$ cat config.mk
export PLATFORM = sky130hd
export DESIGN_NAME = spi_reg_target_flat
export DESIGN_NICKNAME = d
export VERILOG_FILES = /design/src/rtl/spi_pkg.sv /design/src/rtl/spi_reg_target_if.sv /design/src/rtl/spi_edge_detect.sv /design/src/rtl/spi_reg_target.sv /design/src/flat_wrapper.sv
export SDC_FILE = /design/constraint.sdc
export NUM_CORES = 1
export LEC_CHECK = 0
export CORE_ASPECT_RATIO = 1.4
export CORE_MARGIN = 1.5
export CORE_UTILIZATION = 50
export CTS_BUF_LIST = sky130_fd_sc_hd__clkbuf_4 sky130_fd_sc_hd__clkbuf_8
export CTS_CLUSTER_DIAMETER = 30
export DETAILED_ROUTE_END_ITERATION = 10
export PLACE_DENSITY = 0.84
export REMOVE_ABC_BUFFERS = 1
export SYNTH_ARGS = -nofsm -noshare
export SYNTH_HDL_FRONTEND = slang
export SYNTH_SLANG_ARGS = --single-unit
$ cat constraint.sdc
create_clock -name clk -period 2 [get_ports clk]
set_input_delay 0.4 -clock clk [delete_from_list [all_inputs] [get_ports clk]]
set_output_delay 0.4 -clock clk [all_outputs]
set_load 0.02 [all_outputs]
$ cat src/rtl/spi_pkg.sv
`default_nettype none
// ----------------------------------------------------------------------------
// spi_pkg : shared types and constants for the SPI register target
// Revision: 1.0
// ----------------------------------------------------------------------------
package spi_pkg;

  typedef enum logic [1:0] {
    ST_IDLE = 2'd0,
    ST_CMD  = 2'd1,
    ST_DATA = 2'd2,
    ST_DONE = 2'd3
  } state_t;

  localparam int CMD_WR_BIT  = 7;
  localparam int CMD_SEL_BIT = 6;
  localparam int CMD_LEN     = 8;
  localparam int FRAME_LEN   = 16;
  localparam int CNT_W       = $clog2(FRAME_LEN + 1);

endpackage
`default_nettype wire

$ cat src/rtl/spi_reg_target_if.sv
`default_nettype none
// ----------------------------------------------------------------------------
// spi_reg_target_if : SPI pins plus register-file access bus
// Revision: 1.0
// ----------------------------------------------------------------------------
interface spi_reg_target_if
  import spi_pkg::*;
#(
  parameter int REG_WIDTH  = 8,
  parameter int ADDR_WIDTH = 3
);
  logic                  spi_cs_n;
  logic                  spi_clk;
  logic                  spi_mosi;
  logic                  spi_miso;
  logic [ADDR_WIDTH-1:0] reg_addr;
  logic                  reg_rsel;
  logic [REG_WIDTH-1:0]  reg_wdata;
  logic                  reg_we;
  logic [REG_WIDTH-1:0]  reg_rdata;

  modport slave (
    input  spi_cs_n, spi_clk, spi_mosi, reg_rdata,
    output spi_miso, reg_addr, reg_rsel, reg_wdata, reg_we
  );

  modport master (
    output spi_cs_n, spi_clk, spi_mosi, reg_rdata,
    input  spi_miso, reg_addr, reg_rsel, reg_wdata, reg_we
  );
endinterface
`default_nettype wire

$ cat src/rtl/spi_edge_detect.sv
`default_nettype none
// ----------------------------------------------------------------------------
// spi_edge_detect : sample/shift/cs-fall strobes from synchronized SPI pins
// Revision: 1.0
// ----------------------------------------------------------------------------
module spi_edge_detect
  import spi_pkg::*;
(
  input  logic       clk,
  input  logic       rstb,
  input  logic       ena,
  input  logic       spi_clk_i,
  input  logic       spi_cs_n_i,
  input  logic [1:0] mode_i,
  output logic       sample_o,
  output logic       shift_o,
  output logic       cs_fall_o
);
  logic sclk_q;
  logic csn_q;
  logic rise;
  logic fall;

  // cs_n history resets low so a select held low through reset is not
  // mistaken for a new frame.
  always_ff @(posedge clk or negedge rstb) begin
    if (!rstb) begin
      sclk_q <= 1'b0;
      csn_q  <= 1'b0;
    end else if (ena) begin
      sclk_q <= spi_clk_i;
      csn_q  <= spi_cs_n_i;
    end
  end

  assign rise      = spi_clk_i & ~sclk_q;
  assign fall      = ~spi_clk_i & sclk_q;
  assign sample_o  = (mode_i[1] == mode_i[0]) ? rise : fall;
  assign shift_o   = (mode_i[1] == mode_i[0]) ? fall : rise;
  assign cs_fall_o = csn_q & ~spi_cs_n_i;

endmodule
`default_nettype wire

$ cat src/rtl/spi_reg_target.sv
`default_nettype none
// ----------------------------------------------------------------------------
// spi_reg_target : SPI target giving 2-byte command/data access to registers
// Revision: 1.0
// ----------------------------------------------------------------------------
module spi_reg_target
  import spi_pkg::*;
#(
  parameter int REG_WIDTH  = 8,
  parameter int ADDR_WIDTH = 3
)(
  input  logic               clk,
  input  logic               rstb,
  input  logic               ena,
  input  logic [1:0]         mode,
  spi_reg_target_if.slave    bus
);
  state_t                state_q;
  logic [CNT_W-1:0]      cnt_q;
  logic [1:0]            mode_q;
  logic [CMD_LEN-1:0]    cmd_q;
  logic [CMD_LEN-1:0]    cmd_d;
  logic [REG_WIDTH-1:0]  data_q;
  logic [REG_WIDTH-1:0]  data_d;
  logic [REG_WIDTH-1:0]  tx_q;
  logic                  miso_q;
  logic [ADDR_WIDTH-1:0] addr_q;
  logic                  rsel_q;
  logic [REG_WIDTH-1:0]  wdata_q;
  logic                  we_q;
  logic                  addr_pend_q;
  logic                  load_pend_q;
  logic                  wr_pend_q;
  logic                  sample;
  logic                  shift;
  logic                  cs_fall;
  logic                  shift_en;
  logic                  unused_cmd;

  spi_edge_detect u_edge (
    .clk        (clk),
    .rstb       (rstb),
    .ena        (ena),
    .spi_clk_i  (bus.spi_clk),
    .spi_cs_n_i (bus.spi_cs_n),
    .mode_i     (mode_q),
    .sample_o   (sample),
    .shift_o    (shift),
    .cs_fall_o  (cs_fall)
  );

  assign cmd_d      = {cmd_q[CMD_LEN-2:0], bus.spi_mosi};
  assign data_d     = {data_q[REG_WIDTH-2:0], bus.spi_mosi};
  assign unused_cmd = ^cmd_q;
  // CPHA=0 presents the MSB at load time, so the trailing edge of bit 8 must not shift.
  assign shift_en   = mode_q[0] ? (cnt_q >= CNT_W'(CMD_LEN)) : (cnt_q >= CNT_W'(CMD_LEN + 1));

  always_ff @(posedge clk or negedge rstb) begin
    if (!rstb) begin
      state_q     <= ST_IDLE;
      cnt_q       <= '0;
      mode_q      <= 2'b00;
      cmd_q       <= '0;
      data_q      <= '0;
      tx_q        <= '0;
      miso_q      <= 1'b0;
      addr_q      <= '0;
      rsel_q      <= 1'b0;
      wdata_q     <= '0;
      we_q        <= 1'b0;
      addr_pend_q <= 1'b0;
      load_pend_q <= 1'b0;
      wr_pend_q   <= 1'b0;
    end else if (ena) begin
      we_q        <= 1'b0;
      addr_pend_q <= 1'b0;
      load_pend_q <= addr_pend_q;
      wr_pend_q   <= 1'b0;
      if (addr_pend_q) begin
        addr_q <= cmd_q[ADDR_WIDTH-1:0];
        rsel_q <= cmd_q[CMD_SEL_BIT];
      end
      if (wr_pend_q) begin
        we_q    <= 1'b1;
        wdata_q <= data_q;
      end
      if (bus.spi_cs_n) begin
        state_q <= ST_IDLE;
        cnt_q   <= '0;
        miso_q  <= 1'b0;
        tx_q    <= '0;
      end else begin
        case (state_q)
          ST_IDLE: begin
            miso_q <= 1'b0;
            if (cs_fall) begin
              mode_q  <= mode;
              cnt_q   <= '0;
              state_q <= ST_CMD;
            end
          end
          ST_CMD: begin
            if (sample) begin
              cmd_q <= cmd_d;
              cnt_q <= cnt_q + CNT_W'(1);
              if (cnt_q == CNT_W'(CMD_LEN - 1)) begin
                state_q     <= ST_DATA;
                addr_pend_q <= 1'b1;
              end
            end
          end
          ST_DATA: begin
            if (load_pend_q) begin
              if (cmd_q[CMD_WR_BIT]) begin
                tx_q <= '0;
              end else if (mode_q[0]) begin
                tx_q <= bus.reg_rdata;
              end else begin
                miso_q <= bus.reg_rdata[REG_WIDTH-1];
                tx_q   <= {bus.reg_rdata[REG_WIDTH-2:0], 1'b0};
              end
            end else if (shift && shift_en) begin
              miso_q <= tx_q[REG_WIDTH-1];
              tx_q   <= {tx_q[REG_WIDTH-2:0], 1'b0};
            end
            if (sample) begin
              data_q <= data_d;
              cnt_q  <= cnt_q + CNT_W'(1);
              if (cnt_q == CNT_W'(FRAME_LEN - 1)) begin
                state_q   <= ST_DONE;
                miso_q    <= 1'b0;
                wr_pend_q <= cmd_q[CMD_WR_BIT] & ~cmd_q[CMD_SEL_BIT];
              end
            end
          end
          ST_DONE: begin
            miso_q <= 1'b0;
          end
          default: begin
            state_q <= ST_IDLE;
          end
        endcase
      end
    end
  end

  assign bus.spi_miso  = miso_q;
  assign bus.reg_addr  = addr_q;
  assign bus.reg_rsel  = rsel_q;
  assign bus.reg_wdata = wdata_q;
  assign bus.reg_we    = we_q;

endmodule
`default_nettype wire
$ cat src/flat_wrapper.sv
// flat-port wrapper written by rule: the top's interface ports become plain ports
module spi_reg_target_flat import spi_pkg::*;
#(
  parameter int REG_WIDTH  = 8,
  parameter int ADDR_WIDTH = 3
)
  (clk, rstb, ena, mode, bus_spi_cs_n, bus_spi_clk, bus_spi_mosi, bus_reg_rdata, bus_spi_miso, bus_reg_addr, bus_reg_rsel, bus_reg_wdata, bus_reg_we);
  spi_reg_target_if #(.REG_WIDTH(REG_WIDTH), .ADDR_WIDTH(ADDR_WIDTH)) bus_i ();
  input  logic clk;
  input  logic rstb;
  input  logic ena;
  input  logic [1:0] mode;
  input wire logic [$bits(bus_i.spi_cs_n)-1:0] bus_spi_cs_n;
  input wire logic [$bits(bus_i.spi_clk)-1:0] bus_spi_clk;
  input wire logic [$bits(bus_i.spi_mosi)-1:0] bus_spi_mosi;
  input wire logic [$bits(bus_i.reg_rdata)-1:0] bus_reg_rdata;
  output wire logic [$bits(bus_i.spi_miso)-1:0] bus_spi_miso;
  output wire logic [$bits(bus_i.reg_addr)-1:0] bus_reg_addr;
  output wire logic [$bits(bus_i.reg_rsel)-1:0] bus_reg_rsel;
  output wire logic [$bits(bus_i.reg_wdata)-1:0] bus_reg_wdata;
  output wire logic [$bits(bus_i.reg_we)-1:0] bus_reg_we;
  assign bus_i.spi_cs_n = bus_spi_cs_n;
  assign bus_i.spi_clk = bus_spi_clk;
  assign bus_i.spi_mosi = bus_spi_mosi;
  assign bus_i.reg_rdata = bus_reg_rdata;
  assign bus_spi_miso = bus_i.spi_miso;
  assign bus_reg_addr = bus_i.reg_addr;
  assign bus_reg_rsel = bus_i.reg_rsel;
  assign bus_reg_wdata = bus_i.reg_wdata;
  assign bus_reg_we = bus_i.reg_we;
  spi_reg_target #(.REG_WIDTH(REG_WIDTH), .ADDR_WIDTH(ADDR_WIDTH)) u_core (.clk(clk), .rstb(rstb), .ena(ena), .mode(mode), .bus(bus_i));
endmodule
# Word level (Yosys, flattened, before mapping)
# Cells that the tools add are included.
word_totals:
  word_cells: 94
  register_bits: 52
  rom_bits: 0
  input_bits: 16
  ramBits: 0
  mem_count: 0
  output_inout_bits: 14
  latchBits: 0
classes:
  shifts: 0
  muxes: 37
  n_lt_le_gt_ge: 2
  add_sub_neg: 1
  multipliers: 0
  div: 0
  reduce_logical: 18
  bitwise: 8
  eq_ne: 12
op_table:
  columns: ["cell", "count"]
  rows:
  - ["8-bit 2-to-1 mux", 6]
  - ["1-bit 2-to-1 mux", 19]
  - ["4-bit AND reduction", 4]
  - ["5-bit 2-to-1 mux", 3]
  - ["3-bit by 2-bit inequality test with 1-bit output, second input constant", 5]
  - ["2-bit 2-to-1 mux", 6]
  - ["5-bit by 4-bit greater-or-equal comparator with 1-bit output, second input constant", 2]
  - ["5-bit one-hot mux with 2 select lines", 1]
  - ["3-bit nonzero test", 3]
  - ["7-bit AND reduction", 1]
  - ["2-bit one-hot mux with 3 select lines", 1]
  - ["2-bit AND reduction", 3]
  - ["5-bit by 1-bit adder with 5-bit output, second input constant", 1]
  - ["5-bit by 3-bit equality test with 1-bit output, second input constant", 1]
  - ["5-bit by 4-bit equality test with 1-bit output, second input constant", 1]
  - ["1-bit bitwise AND", 4]
  - ["2-bit equality test, second input constant", 2]
  - ["1-bit inverter", 4]
  - ["4-bit nonzero test", 1]
  - ["2-bit OR reduction", 2]
  - ["3-bit by 1-bit inequality test with 1-bit output, second input constant", 1]
  - ["3-bit AND reduction", 1]
  - ["2-bit by 1-bit equality test with 1-bit output, second input constant", 1]
  - ["2-bit logical NOT", 1]
  - ["other kinds (4)", 4]

# Depth between registers and ports, before layout
# Gate-level depths: netlist of run 1.
logic_depth:
  depth_word: 10
  mapped_depth: 7

# By module
# A second synthesis of run 1 with hierarchy kept.
unflattened:
  cells_unflattened: 217
  hier_area_um2: 2551.2
by_module_without_submodules:
  columns: ["mod", "cells_each", "n_inst", "area_each_um2"]
  rows:
  - ["spi_reg_target", 207, 1, 2423.6]
  - ["spi_edge_detect", 10, 1, 127.6]

# Worst setup path after synthesis of run 1
# Ideal clock, no wire load.
synth_path:
  path_type: "reg-to-reg"
  from: "register u_core.state_q[0]"
  to: "register u_core.state_q[0]"
  path_slack_ns: 0.033
  arrival_time_ns: 1.842
  stages_incl_launch_ff: 8
  required_ns: 1.875
  synth_period_minus_slack_ns: 1.967
  setup_time_ns: 0.125
  cell_sequence: "dfrtp_1 inv_1 ha_1 mux2_2 o21ai_0 a211oi_1 o21ai_0 mux2_2"
synth_between:
  elab_chain_cells: 3
  word_cells_on_any_way: 12
  cone_classes: "eq/ne: 7; mux: 2; reduce/logical: 3"
synth_lines:
  columns: ["element", "line", "text"]
  rows:
  - ["start, declared", "spi_reg_target.sv:18", "state_t state_q;"]
  - ["start signal, assigned", "spi_reg_target.sv:60", "state_q <= ST_IDLE;"]
  - ["start signal, assigned", "spi_reg_target.sv:88", "state_q <= ST_IDLE;"]
  - ["start signal, assigned", "spi_reg_target.sv:99", "state_q <= ST_CMD;"]
  - ["2-bit equality test (tied with other cells)", "spi_reg_target.sv:93", "case (state_q)"]
  - ["3-bit by 2-bit inequality test with 1-bit output (no line) (tied with other cells)", null, null]
  - ["7-bit AND reduction (no line) / 2-bit 2-to-1 mux (equally long branches)", null, null]
# Parallel ways exist; a longest one is shown, timed or not.
# A chain may end at the register's enable or synchronous reset.

# Worst setup path in the final report of run 1
# Ends and elaborated chain as after synthesis.

==> metrics, run 1 <==
clock skew after layout roughly 0.011 ns; root buffer cell clkbuf_8; Reg power frac 44.6%; Netlist Area Pre-Place between 2000 and 2500 sq um; number of setup buffers added after CTS 0; Placed Cells incl. Taps around 300; clk slew on worst S/H paths around 0.10 ns; crit share post-route between 90% and 100%; area grow syn2layout 26.3%; # fillers 375; area of the multi-input gates 1080 sq um; routed wire length about 4800 microns; vias per cell 5.60; Routed Antenna Nets 0; sw frac between 20% and 30%; n_diodes 0; Post-Syn Instances 197; count of different cell masters after synthesis 32; Num Clock Sinks 52; Final min period 1.88 ns; cell area after layout around 3100 sq um; Pins Over Slew Limit 0; routability cong. about 0.9; Die Area 5310 sq um; maximum vdd ir drop ~620 uV; Post-DP HPWL ~3400 microns; TritonRoute pass-1 iters 4; Clk pwr share 27.8%; TritonCTS clock tree yes; f_max roughly 530 MHz; Buf/Inv on CP 1; CP Cell Sequence inv_1 -> ha_1 -> mux2_2 -> o21ai_1 -> a211oi_1 -> o21ai_1 -> mux2_2; Die W between 60 and 70 microns; sequential fraction of the synthesis area ~53%; Sw Pwr slightly below 0.8 mW; CP max-delay cell dfrtp_1; Mean Syn Cell Area roughly 12 sq um; CP max stage delay 0.36 ns; io pins 30; RSZ-0062 raised after global routing no; hold crit path type in -> async; Int Power between 1.5 and 2 mW; r2r startpoint u_core.state_q[0]; Core ar. between 4000 and 5000 sq um; max_cap viols 0; vias in the first global route 1895; Worst Tran Pin Value around 0.56 ns; clock buffer count from CTS 5; Logic pwr share between 20% and 30%; slew margin rel. about 63%; H-tree Lvls 2; arrival time at the worst endpoint slightly above 2 ns; Rows 29; total power about 2.7 mW; outcome completed; layout cells sized above 1 27.3%; Final Setup Violations 0; synthesized flop and latch total 52; Final Hold Viols 0; DP Area 2940 sq um; critical path class reg -> reg; CP delay by family, top multiplexers; first-pass GRT wire length around 8100 microns; vias 1743; Final nets around 270; FF/Latch Area around 1300 sq um; CP startpoint u_core.state_q[0]; initial antenna violation count 0; Synth warnings 0; Residual DRC 0; Detailed Route Iter0 Violations 75; port bufs 29; static leakage power roughly 1.5 nW; Worst Path Required roughly 2.2 ns; PD cells roughly 900 nW/um^2; GRT overflow 0; die height ~86 microns; worst skew pair latency 0.31 ns; CP Launch Type flop; endpoint class of the critical path flop; worst-path maximum fanout 3; WL/cell roughly 15 microns; largest net degree at the start of global routing 29; initial core utilization between 50% and 60%; deepest clock path buffer count 2; Non-Filler Instances 311; All-Layer GR Usage between 10% and 20%
==> what timing repair did <==
item                       4_1_cts  5_1_grt
hold buffers                     0        0
setup endpoints to repair        0        7
gates resized for setup          0        4
==> through the flow <==
| stage | worst slack, ns | TNS, ns | hold WS (ns) | util, % |
|---|---|---|---|---|
| after floorplan | -0.272 | -3.25 | 0.104 | - |
| after global placement | -0.0903 | -1.44 | 0.419 | 63.9 |
| after detailed placement | -0.210 | -3.26 | 0.418 | 63.9 |
| after CTS | 0.0283 | 0 | 0.0865 | 66.5 |
| after global routing | 0.0190 | 0 | 0.128 | 66.8 |
| final | 0.119 | 0 | 0.0755 | 66.8 |
==> per-layer routing <==
metal / vias to the layer above / global-route usage, % / wire length [microns]
met3: 4 / 4.22 / 152
met5: - / 0 / 0
li1: 810 / - / -
met1: 896 / 22.8 / 1910
met4: 0 / 4.84 / 33
met2: 33 / 36.0 / 2670
==> state kept, by name (all words and copies together) (netlist names) <==
register and flops:
u_core.addr_pend_q 1, u_core.bus.reg_addr 3, u_core.bus.reg_rsel 1, u_core.bus.reg_wdata 8
u_core.bus.reg_we 1, u_core.bus.spi_miso 1, u_core.cmd_q 8, u_core.cnt_q 5
u_core.data_q 8, u_core.load_pend_q 1, u_core.mode_q 2, u_core.state_q 2
u_core.tx_q 8, u_core.u_edge.csn_q 1, u_core.u_edge.sclk_q 1, u_core.wr_pend_q 1
==> cell usage in the layout (no fill, tap or decap), drive strengths merged, types with 4 or more instances in the layout <==
cell,netlist,final
mux2,34,34
ha,7,7
buf,4,22
nand2b,5,5
mux2i,10,10
clkbuf,2,6
inv,11,11
clkdlybuf4s50,0,28
nor2,5,5
nand2,8,8
o21ai,16,16
a22o,8,8
o2bb2ai,7,7
a21oi,4,4
dfrtp,52,52
==> synthesized netlist by cell type <==
cell       instances  area, sq um
buf_2              3         15.0
a21o_1             3         22.5
o21bai_1           2         15.0
mux2i_2            1         13.8
a211oi_1           1         7.51
o22ai_1            1         6.26
mux2i_1            9         90.1
nor3_1             1         5.00
nand4b_1           2         17.5
nand2_1            8         30.0
a21oi_1            4         20.0
xor2_2             1         16.3
nor2_1             5         18.8
o2bb2ai_1          7         61.3
and3_1             3         18.8
clkbuf_1           2         7.51
o21ai_0           16         80.1
o311a_1            1         10.0
nand3_1            2         10.0
a22o_1             8         70.1
clkinv_1           1         3.75
nor4_1             1         6.26
inv_1             11         41.3
nand2b_1           5         31.3
dfrtp_1           52         1300
buf_1              1         3.75
nor3b_1            1         7.51
ha_1               7         87.6
a2111oi_2          1         15.0
nand3b_1           1         7.51
nor2b_1            2         12.5
mux2_2            34          383
==> power by group through the flow <==
stage                     sequential, mW  combinational (mW)  clock, mW
after global placement              1.22               0.687          0
after global routing                1.22               0.809      0.807
after CTS                           1.21               0.726      0.769
final                               1.20               0.745      0.750
after floorplan                     1.25               0.411          0
after detailed placement            1.23               0.722          0
==> cell families after synthesis <==
logic type | Yosys count | synth area share [%]
AOI/OAI and AO/OA | 44 | 12.6
muxes | 44 | 20.0
and+or+nand+nor | 31 | 6.78
buffers and inverters | 18 | 2.93
DFF | 52 | 53.4
xor gates and xnor gates | 1 | 0.668
adders and majority gates | 7 | 3.60
==> cell type report <==
class | instances | share of cell area (%)
tap | 62 | 2.52
timing repair buffer | 50 | 14.8
sequential | 52 | 42.3
inverter | 12 | 1.46
multi-input combinational | 127 | 35.0
clock inverter | 2 | 1.26
clock buffer | 6 | 2.68
==> path summary, 6_finish.rpt <==
kind | depth (start not counted) | to | slack (ns)
worst max-delay path | 7 | u_core.state_q[0] | 0.12
worst min-delay path | 1 | u_core.bus.reg_we | 0.08
worst max register to register | 7 | u_core.state_q[0] | 0.12
worst min register to register | 1 | u_core.tx_q[0] | 0.50
max in group asynchronous | 2 | u_core.u_edge.sclk_q | 1.38
min in group clk | 1 | u_core.tx_q[0] | 0.50
(Power assumes the default switching activity.)
==> inputs of run 2 (changes only) <==
- CORE_ASPECT_RATIO: 1.4 -> 0.9
==> run 2 against run 1 <==
  * Clock power shrank 2%
  * Via count decreased by 3.3%
  * Core utilization down 0.13 points
  * Maximum frequency fell by 2.0%
  * Sequential share of layout area up 0.38 points
  * Sequential power is essentially flat
  * Hold slack worse by 0.017 ns
  * Critical endpoint is now u_core.tx_q[6]
  * Largest power group unchanged
==> metrics, run 2 (synthesis results as in run 1) <==
commonest cells after routing, fill and taps aside dfrtp_1 (52), mux2_2 (34), clkdlybuf4s50_1 (28) (unchanged); crit share post-route 96.0% (was 94.1%); worst skew pair latency 0.31 ns (about the same); Rows 23 (was 29); CP Launch Type flop (unchanged); first-pass GRT wire length 8220 microns (was 8150 microns); root buffer cell clkbuf_8 (unchanged); maximum vdd ir drop 620 uV (about the same); vias per cell 5.45 (was 5.60); Routed Antenna Nets 0 (unchanged); Final Util 66.7% (was 66.8%); arrival time at the worst endpoint 2.12 ns (was 2.07 ns); max_cap viols 0 (unchanged); Non-Filler Instances 309 (was 311); area grow syn2layout 25.2% (was 26.3%); total power 2.65 mW (was 2.70 mW); r2r startpoint u_core.cnt_q[0] (was u_core.state_q[0]); static leakage power 1.43 nW (was 1.45 nW); Final min period 1.92 ns (was 1.88 ns); vias in the first global route 1724 (was 1895); Detailed Route Iter0 Violations 78 (was 75); deepest clock path buffer count 2 (unchanged); TritonRoute pass-1 iters 4 (unchanged); port bufs 29 (unchanged); # fillers 337 (was 375); TritonCTS clock tree yes (unchanged); vias 1685 (was 1743); number of setup buffers added after CTS 0 (unchanged); endpoint class of the critical path flop (unchanged); clock buffer count from CTS 5 (unchanged); PD cells 870 nW/um^2 (was 877 nW/um^2); Post-DP HPWL 3330 microns (was 3450 microns); Placed Cells incl. Taps 301 (was 303); WL/cell 15.2 microns (was 15.3 microns); routability cong. 0.807 (was 0.893); hold_ws 0.0588 ns (was 0.0755 ns); outcome completed (unchanged); setup TNS 0 ns (unchanged); Worst Path Required 2.20 ns (was 2.19 ns); Pins Over Slew Limit 0 (unchanged); Worst Tran Pin Value 0.382 ns (was 0.558 ns); n_diodes 0 (unchanged); worst-path maximum fanout 7 (was 3); io pins 30 (unchanged); GR Util met2 30.9% (was 36.0%); clock skew after layout 0.00247 ns (was 0.0105 ns); largest net degree at the start of global routing 53 (was 29); Final Setup Violations 0 (unchanged); commonest non-fill, non-tap cell in the layout dfrtp_1 (unchanged); cts repair resizes 0 (unchanged); RSZ-0062 raised after global routing no (unchanged); reg-to-reg endpoint u_core.tx_q[6] (was u_core.state_q[0]); f_max 521 MHz (was 532 MHz); layout cells sized above 1 27.1% (was 27.3%); initial antenna violation count 0 (unchanged); clk slew on worst S/H paths 0.09 ns (was 0.10 ns); Die W 76.6 microns (was 62.0 microns); Reg2Reg Setup Slack 0.08 ns (was 0.12 ns); All-Layer GR Usage 19.7% (was 19.9%); busiest layer in global routing met2 (unchanged); slew margin rel. 74.5% (was 62.8%); routed wire length 4700 microns (was 4760 microns); Final Hold Viols 0 (unchanged); DP Area 2930 sq um (was 2940 sq um); Core ar. 4580 sq um (was 4610 sq um); H-tree Lvls 2 (unchanged); routing usage on met3 5.92% (was 4.22%); Num Clock Sinks 52 (unchanged); Die Area 5300 sq um (was 5310 sq um); critical path class reg -> reg (unchanged); hold crit path type in -> async (unchanged); Setup WS pre-CTS -0.0866 ns (was -0.210 ns); cell area after layout 3050 sq um (was 3080 sq um); initial core utilization 53.2% (was 52.9%); Residual DRC 0 (unchanged); post-route worst setup slack 0.0807 ns (was 0.119 ns); CTS hold repair buffers 0 (unchanged); Final nets 269 (was 271); FF-to-FF path depth 9 (was 7); die height 69.2 microns (was 85.6 microns); GR Util met1 26.8% (was 22.8%); GRT overflow 0 (unchanged)
[run 2: changes by cell type in the layout (fill, tap and decap cells not counted)]
cell,previous run,this run
clkbuf_4,0,1
clkinv_4,1,0
mux2i_2,0,1
ha_2,0,1
mux2i_4,1,0
inv_6,0,1
ha_1,7,6
buf_4,20,18
clkbuf_8,6,5
[run 2: worst max path at each step]
stage	startpoint	to	slack, ns	depth (start not counted)
2_1_floorplan	u_core.mode_q[0]	u_core.data_q[0]	-0.27	4
3_3_place_gp	bus_spi_clk	u_core.data_q[2]	-0.05	6
3_5_place_dp	bus_spi_clk	u_core.state_q[0]	-0.09	6
4_1_cts	u_core.state_q[0]	u_core.state_q[0]	0.03	7
5_1_grt	u_core.state_q[0]	u_core.state_q[0]	0.01	7
6_report	u_core.cnt_q[0]	u_core.tx_q[6]	0.08	9
[run 2: critical path: stages, from the launching register on]
cell     delay (ns)
dfrtp_1        0.39
buf_4          0.15
ha_1           0.19
nor4_1         0.30
a21oi_1        0.12
nand2_1        0.13
buf_4          0.12
a21oi_1        0.05
buf_4          0.17
a22o_1         0.19
[run 2: layout make-up]
cell class                      count  area [sq um]  area share, %
Clock inverter                      2          38.8           1.27
Tap cell                           62          77.6           2.54
Timing Repair Buffer               48           440           14.4
Multi-Input combinational cell    127          1070           35.1
Clock buffer                        6          76.3           2.50
Inverter                           12          45.0           1.48
Sequential cell                    52          1300           42.7
[run 2: metal layers]
layer	wire length [microns]	share of wire, %
met1	2220	47
met2	2160	46
met3	256	5.5
met4	57	1.2
met5	0	0
[run 2: power by group]
group / switching, mW / internal (mW) / leakage [nW] / total (mW)
logic: 0.351 / 0.365 / 0.662 / 0.715
registers: 0.0632 / 1.14 / 0.713 / 1.20
clock network: 0.343 / 0.392 / 0.0592 / 0.735
